**config.mk**
```make
export PLATFORM = sky130hd
export DESIGN_NAME = x_word_packer
export DESIGN_NICKNAME = d
export VERILOG_FILES = /design/src/rtl/x_word_packer.sv
export SDC_FILE = /design/constraint.sdc
export NUM_CORES = 1
export LEC_CHECK = 0
export BUFFER_PORTS_ARGS = -buffer_cell sky130_fd_sc_hd__buf_2
export CORE_UTILIZATION = 55
export CTS_CLUSTER_DIAMETER = 40
export DETAILED_ROUTE_END_ITERATION = 8
export PLACE_DENSITY = 0.8
export RECOVER_POWER = 50
export SKIP_CTS_REPAIR_TIMING = 1
export SYNTH_ARGS = -nofsm -noshare
export SYNTH_HDL_FRONTEND = slang
export SYNTH_SLANG_ARGS = --single-unit
```
**constraint.sdc**
```tcl
create_clock -name clk -period 2.7 [get_ports clk]
set_input_delay 0.135 -clock clk [delete_from_list [all_inputs] [get_ports clk]]
set_output_delay 0.135 -clock clk [all_outputs]
set_load 0.01 [all_outputs]
```
**src/rtl/x_word_packer.sv**
```systemverilog
// Packs a byte stream into WORD_W-bit words (first byte in MSBs) and feeds one
// frame of WORDS_PER_LOAD words to the X buffer load port per start pulse.
module x_word_packer #(
    parameter int DATA_W         = 8,
    parameter int BYTES_PER_WORD = 4,
    parameter int WORDS_PER_LOAD = 7
) (
    input  logic                             clk,
    input  logic                             rst,
    input  logic                             start,
    input  logic [DATA_W-1:0]                in_data,
    input  logic                             in_valid,
    output logic                             in_ready,
    input  logic                             load_done,
    output logic [DATA_W*BYTES_PER_WORD-1:0] X_load,
    output logic                             valid_input,
    output logic                             load_en,
    output logic                             busy,
    output logic                             done
);

    localparam int WORD_W = DATA_W * BYTES_PER_WORD;
    localparam int BC_W   = (BYTES_PER_WORD > 1) ? $clog2(BYTES_PER_WORD) : 1;
    localparam int WC_W   = $clog2(WORDS_PER_LOAD + 1);

    typedef enum logic [2:0] {S_IDLE, S_FILL, S_ISSUE, S_WAIT, S_DONE} state_t;

    state_t              r_state;
    logic [BC_W-1:0]     r_byte_cnt;
    logic [WC_W-1:0]     r_word_cnt;
    logic [WORD_W-1:0]   r_pack;
    logic [WORD_W-1:0]   r_x_load;
    logic                r_in_ready;
    logic                r_valid_input;
    logic                r_load_en;
    logic                r_busy;
    logic                r_done;

    logic                w_take;
    logic [WORD_W-1:0]   w_pack_next;

    assign w_take      = r_in_ready & in_valid;
    assign w_pack_next = {r_pack[WORD_W-DATA_W-1:0], in_data};

    // NOTE: all state uses non-blocking assignments so every register samples
    // the pre-edge values, making the block order-independent.
    always_ff @(posedge clk) begin
        if (rst) begin
            r_state       <= S_IDLE;
            r_byte_cnt    <= '0;
            r_word_cnt    <= '0;
            r_pack        <= '0;
            r_x_load      <= '0;
            r_in_ready    <= 1'b0;
            r_valid_input <= 1'b0;
            r_load_en     <= 1'b0;
            r_busy        <= 1'b0;
            r_done        <= 1'b0;
        end else begin
            r_valid_input <= 1'b0;
            r_done        <= 1'b0;
            case (r_state)
                S_IDLE: begin
                    if (start) begin
                        r_state    <= S_FILL;
                        r_byte_cnt <= '0;
                        r_word_cnt <= '0;
                        r_in_ready <= 1'b1;
                        r_load_en  <= 1'b1;
                        r_busy     <= 1'b1;
                    end
                end
                S_FILL: begin
                    if (w_take) begin
                        r_pack <= w_pack_next;
                        if (r_byte_cnt == BC_W'(BYTES_PER_WORD - 1)) begin
                            // Last byte: publish straight from the shift path so the word shows next cycle.
                            r_byte_cnt    <= '0;
                            r_x_load      <= w_pack_next;
                            r_valid_input <= 1'b1;
                            r_in_ready    <= 1'b0;
                            r_state       <= S_ISSUE;
                        end else begin
                            r_byte_cnt <= r_byte_cnt + BC_W'(1);
                        end
                    end
                end
                S_ISSUE: begin
                    r_word_cnt <= r_word_cnt + WC_W'(1);
                    if (r_word_cnt == WC_W'(WORDS_PER_LOAD - 1)) begin
                        r_state   <= S_WAIT;
                        r_load_en <= 1'b0;
                    end else begin
                        r_state    <= S_FILL;
                        r_in_ready <= 1'b1;
                    end
                end
                S_WAIT: begin
                    if (load_done) begin
                        r_state <= S_DONE;
                        r_done  <= 1'b1;
                    end
                end
                S_DONE: begin
                    r_state <= S_IDLE;
                    r_busy  <= 1'b0;
                end
                default: begin
                    r_state    <= S_IDLE;
                    r_in_ready <= 1'b0;
                    r_load_en  <= 1'b0;
                    r_busy     <= 1'b0;
                end
            endcase
        end
    end

    assign in_ready    = r_in_ready;
    assign X_load      = r_x_load;
    assign valid_input = r_valid_input;
    assign load_en     = r_load_en;
    assign busy        = r_busy;
    assign done        = r_done;

endmodule
```
==> run_results.csv <==
group,metric,value,unit
timing,worst_pin_slew,1.25,ns
critical_path,cp_max_fo,25,
critical_path,worst-path-buf-inv,0,
routing,drt_iter0_drc,151,
place,place_area,2800,um^2
timing,setup-violations-final,0,
cts,worstSkewPairLatency,0.33,ns
place,globalplace.congestion,0.814,
finish,n_fill_cell,404,
grt,pin_count_of_the_biggest_net_entering_global_routing,68,
synth,cell_area_synth,2560,um^2
synth,yosys.cell_types.count,31,
floorplanning,coreArea,4410,um^2
critical_path,timing.reg2reg.setup_slack,0.59,ns
synth,synth.top_cells.by_area,"sky130_fd_sc_hd__dfxtp_1 (54%), sky130_fd_sc_hd__nand2_1 (17%), sky130_fd_sc_hd__a21oi_1 (13%)",
power,power_leakage,0.991,nW
finish,drive_above_1_share,7.61,%
run,max_cap_viol_count,0,
critical_path,cp_cell_sequence,"nor3b_1, and2_1, nand2_1, a21oi_1",
routing,detail_route.wl_per_cell,12.7,um
cts,cts_max_level,3,
grt,number_of_antenna_violations_at_the_first_check_in_global_routing,0,
floorplanning,initial_core_util,58.1,%
synth,seq_area_frac_synth,53.9,%
place,dpl.hpwl,3390,um
timing,final_count_of_pins_violating_max_slew,0,
floorplanning,number_of_rows_created_at_floorplan,24,
cts,numCtsBuffers,9,
synth,syn_area_per_cell,7.96,um^2
routing,dr.pass1.iters,4,
routing,detailroute.via_count,2202,
routing,detailed_route_wl,5350,um
synth,syn_nets,338,
critical_path,cpLargestDelayFamily,"simple AND/OR/NAND/NOR gates",
timing,slew_headroom,16.4,%
finish,stdcell_area,2920,um^2
synth,synth.ff_latch_count,69,
cts,tritoncts_clock_tree,"built",
run_status,result_of_the_run,"completed",
timing,timing.fmax,474,MHz
critical_path,setup.worst_path.start_class,"flip-flop",
floorplanning,die_area,4940,um^2
critical_path,cp_slowest_cell,"sky130_fd_sc_hd__and2_1",
routing,ant_nets,0,
grt,first_pass_grt_wire_length,8870,um
grt,grt_use_total,22.8,%
floorplanning,io_pins,50,
cts,clock_root_buffer,"sky130_fd_sc_hd__clkbuf_8",
finish,antenna_cells_inserted,0,
critical_path,path_class,"flip-flop to flip-flop",
synth,netlist_instances,322,
timing,hold_viol_final,0,
power,power.density_cell_area,655,nW/um^2
floorplanning,die_x,70.3,um
finish,area_growth_syn_to_layout,13.9,%
routing,drc,0,
synth,synth.largest_area_cell,"sky130_fd_sc_hd__dfxtp_1",
floorplanning,die-height,70.3,um
cts,clock_sink_count,69,
routing,post_drt_via_cell_ratio,5.24,
critical_path,timing.reg2reg.worst_path_depth,4,
critical_path,worst-endpoint-required,2.94,ns
power,ir_worst_vdd,0.398,mV
critical_path,end_kind,"flip-flop",
min_path,worst_hold_path.endpoint,"r_pack[6]",
timing,timing.final.crit_period,2.11,ns
critical_path,worst_r2r_endpoint,"r_pack[23]",
min_path,worst_hold_startpoint,"in_data[6]",
critical_path,cp.arrival,2.35,ns
critical_path,cp_slowest_stage_delay,0.74,ns
cts,clock_path_buffers,2,
critical_path,timing.rr.start,"r_state[0]",
finish,layout.nets,380,
grt,global_route.overflow_total,0,
timing,layout_worst_path_cycle_share,78.1,%
min_path,whs_path_depth,3,
synth,synth_top_area_share,53.9,%
synth,synth-warning-count,0,
min_path,type_of_the_tightest_min_delay_check,"input port to flip-flop",
timing,grt_setup_unrepaired,"false",
timing,finClkSkew,0.00245,ns
cts,clk_pin_slew_worst_paths,0.07,ns
grt,grt_pass1_vias,2031,
timing,setup_tns_final,0,ns
place,buffer_ports.inserted,49,
## layout make-up
| class | instances | area [um^2] | area share, % |
|---|---|---|---|
| flip-flops and latches | 69 | 1380 | 47.3 |
| multi-input cells | 229 | 1070 | 36.5 |
| repair buffers | 53 | 225 | 7.72 |
| clock buffers | 13 | 139 | 4.76 |
| well taps | 52 | 65.1 | 2.23 |
| clock inverters | 2 | 35.0 | 1.20 |
| inverters | 2 | 7.51 | 0.257 |
## tightest hold or removal path, stage by stage
cell,delay (ns)
sky130_fd_sc_hd__buf_2,0.11
sky130_fd_sc_hd__nand2_1,0.05
sky130_fd_sc_hd__a21oi_1,0.05
## metrics by stage
stage | std cells | setup WS [ns] | hold WS, ns | total power (W) | utilization (%)
detailed placement | 405 | 0.818 | 0.399 | 0.00116 | 63.4
CTS | 420 | 0.749 | 0.0465 | 0.00192 | 67.4
floorplan | 322 | 1.30 | 0.271 | 0.00113 | -
finish | 420 | 0.592 | 0.0504 | 0.00191 | 66.1
global route | 420 | 0.329 | 0.0524 | 0.00197 | 66.1
global placement | 405 | 0.880 | 0.395 | 0.00116 | 63.4
## power by group
group	switching [W]	internal, W
registers	0.0000155	0.00103
logic	0.0000584	0.0000324
clock network	0.000353	0.000422
total	0.000427	0.00148
## registers in the layout (all words and copies together), names as in the netlist, 2 cells and up
name,count
X_load,32
r_pack,24
r_state,3
r_word_cnt,3
r_byte_cnt,2
## metal layers
| layer | track usage (%) | share of wire (%) | vias up |
|---|---|---|---|
| met5 | 0 | 0 | - |
| met4 | 11.6 | 1.5 | 0 |
| met3 | 5.48 | 5.0 | 10 |
| met2 | 36.2 | 47 | 54 |
| met1 | 28.8 | 46 | 1002 |
| li1 | - | - | 1136 |
## how the worst max path moves through the flow
stage	endpoint	cells after the start	slack (ns)	startpoint
6_report	r_pack[23]	4	0.59	r_state[0]
5_1_grt	r_pack[23]	4	0.33	r_state[0]
4_1_cts	r_pack[23]	4	0.75	r_state[0]
3_5_place_dp	r_byte_cnt[1]	4	0.82	r_state[0]
3_3_place_gp	r_byte_cnt[1]	4	0.88	r_state[0]
2_1_floorplan	r_byte_cnt[0]	4	1.30	r_state[2]
## cells in the mapped netlist
cell,count
sky130_fd_sc_hd__nor3b_1,1
sky130_fd_sc_hd__and3_1,1
sky130_fd_sc_hd__nand2b_1,3
sky130_fd_sc_hd__nand3_1,4
sky130_fd_sc_hd__or2_2,2
sky130_fd_sc_hd__buf_2,8
sky130_fd_sc_hd__clkbuf_1,12
sky130_fd_sc_hd__nand2_1,117
sky130_fd_sc_hd__buf_6,1
sky130_fd_sc_hd__a31oi_1,1
sky130_fd_sc_hd__buf_4,1
sky130_fd_sc_hd__dfxtp_1,69
sky130_fd_sc_hd__a211o_1,1
sky130_fd_sc_hd__or4_1,1
sky130_fd_sc_hd__o2bb2ai_1,1
sky130_fd_sc_hd__and2_1,2
sky130_fd_sc_hd__or3b_1,1
sky130_fd_sc_hd__a22oi_1,1
sky130_fd_sc_hd__nor3_1,1
sky130_fd_sc_hd__mux2i_1,1
sky130_fd_sc_hd__o41ai_1,1
sky130_fd_sc_hd__nor2_1,9
sky130_fd_sc_hd__or3_1,3
sky130_fd_sc_hd__o21ai_0,4
sky130_fd_sc_hd__ha_1,3
sky130_fd_sc_hd__inv_1,2
sky130_fd_sc_hd__and3b_1,1
sky130_fd_sc_hd__nand3b_1,2
sky130_fd_sc_hd__a21oi_1,66
sky130_fd_sc_hd__nor3b_2,1
sky130_fd_sc_hd__nor2b_1,1
## logic make-up (layout without fill, tap and decap cells)
family          after synthesis  in the layout  share of synthesized area (%)
mux                           1              1                          0.390
compound gates               75             75                           15.2
fa+ha+maj                     3              3                           1.46
buf+inv                      24             70                           4.34
simple gates                150            150                           24.7
flops                        69             69                           53.9
## cell usage in the layout (no fill, tap or decap), types with 3 or more instances in the layout
| master | netlist | routed |
|---|---|---|
| sky130_fd_sc_hd__ha_1 | 3 | 3 |
| sky130_fd_sc_hd__a21oi_1 | 66 | 66 |
| sky130_fd_sc_hd__nand3_1 | 4 | 4 |
| sky130_fd_sc_hd__buf_4 | 1 | 3 |
| sky130_fd_sc_hd__clkbuf_1 | 12 | 42 |
| sky130_fd_sc_hd__nand2_1 | 117 | 117 |
| sky130_fd_sc_hd__nand2b_1 | 3 | 3 |
| sky130_fd_sc_hd__dfxtp_1 | 69 | 69 |
| sky130_fd_sc_hd__or3_1 | 3 | 3 |
| sky130_fd_sc_hd__nor2_1 | 9 | 9 |
| sky130_fd_sc_hd__clkbuf_8 | 0 | 9 |
| sky130_fd_sc_hd__buf_2 | 8 | 11 |
| sky130_fd_sc_hd__o21ai_0 | 4 | 4 |
Power figures use the tool's default switching activity.
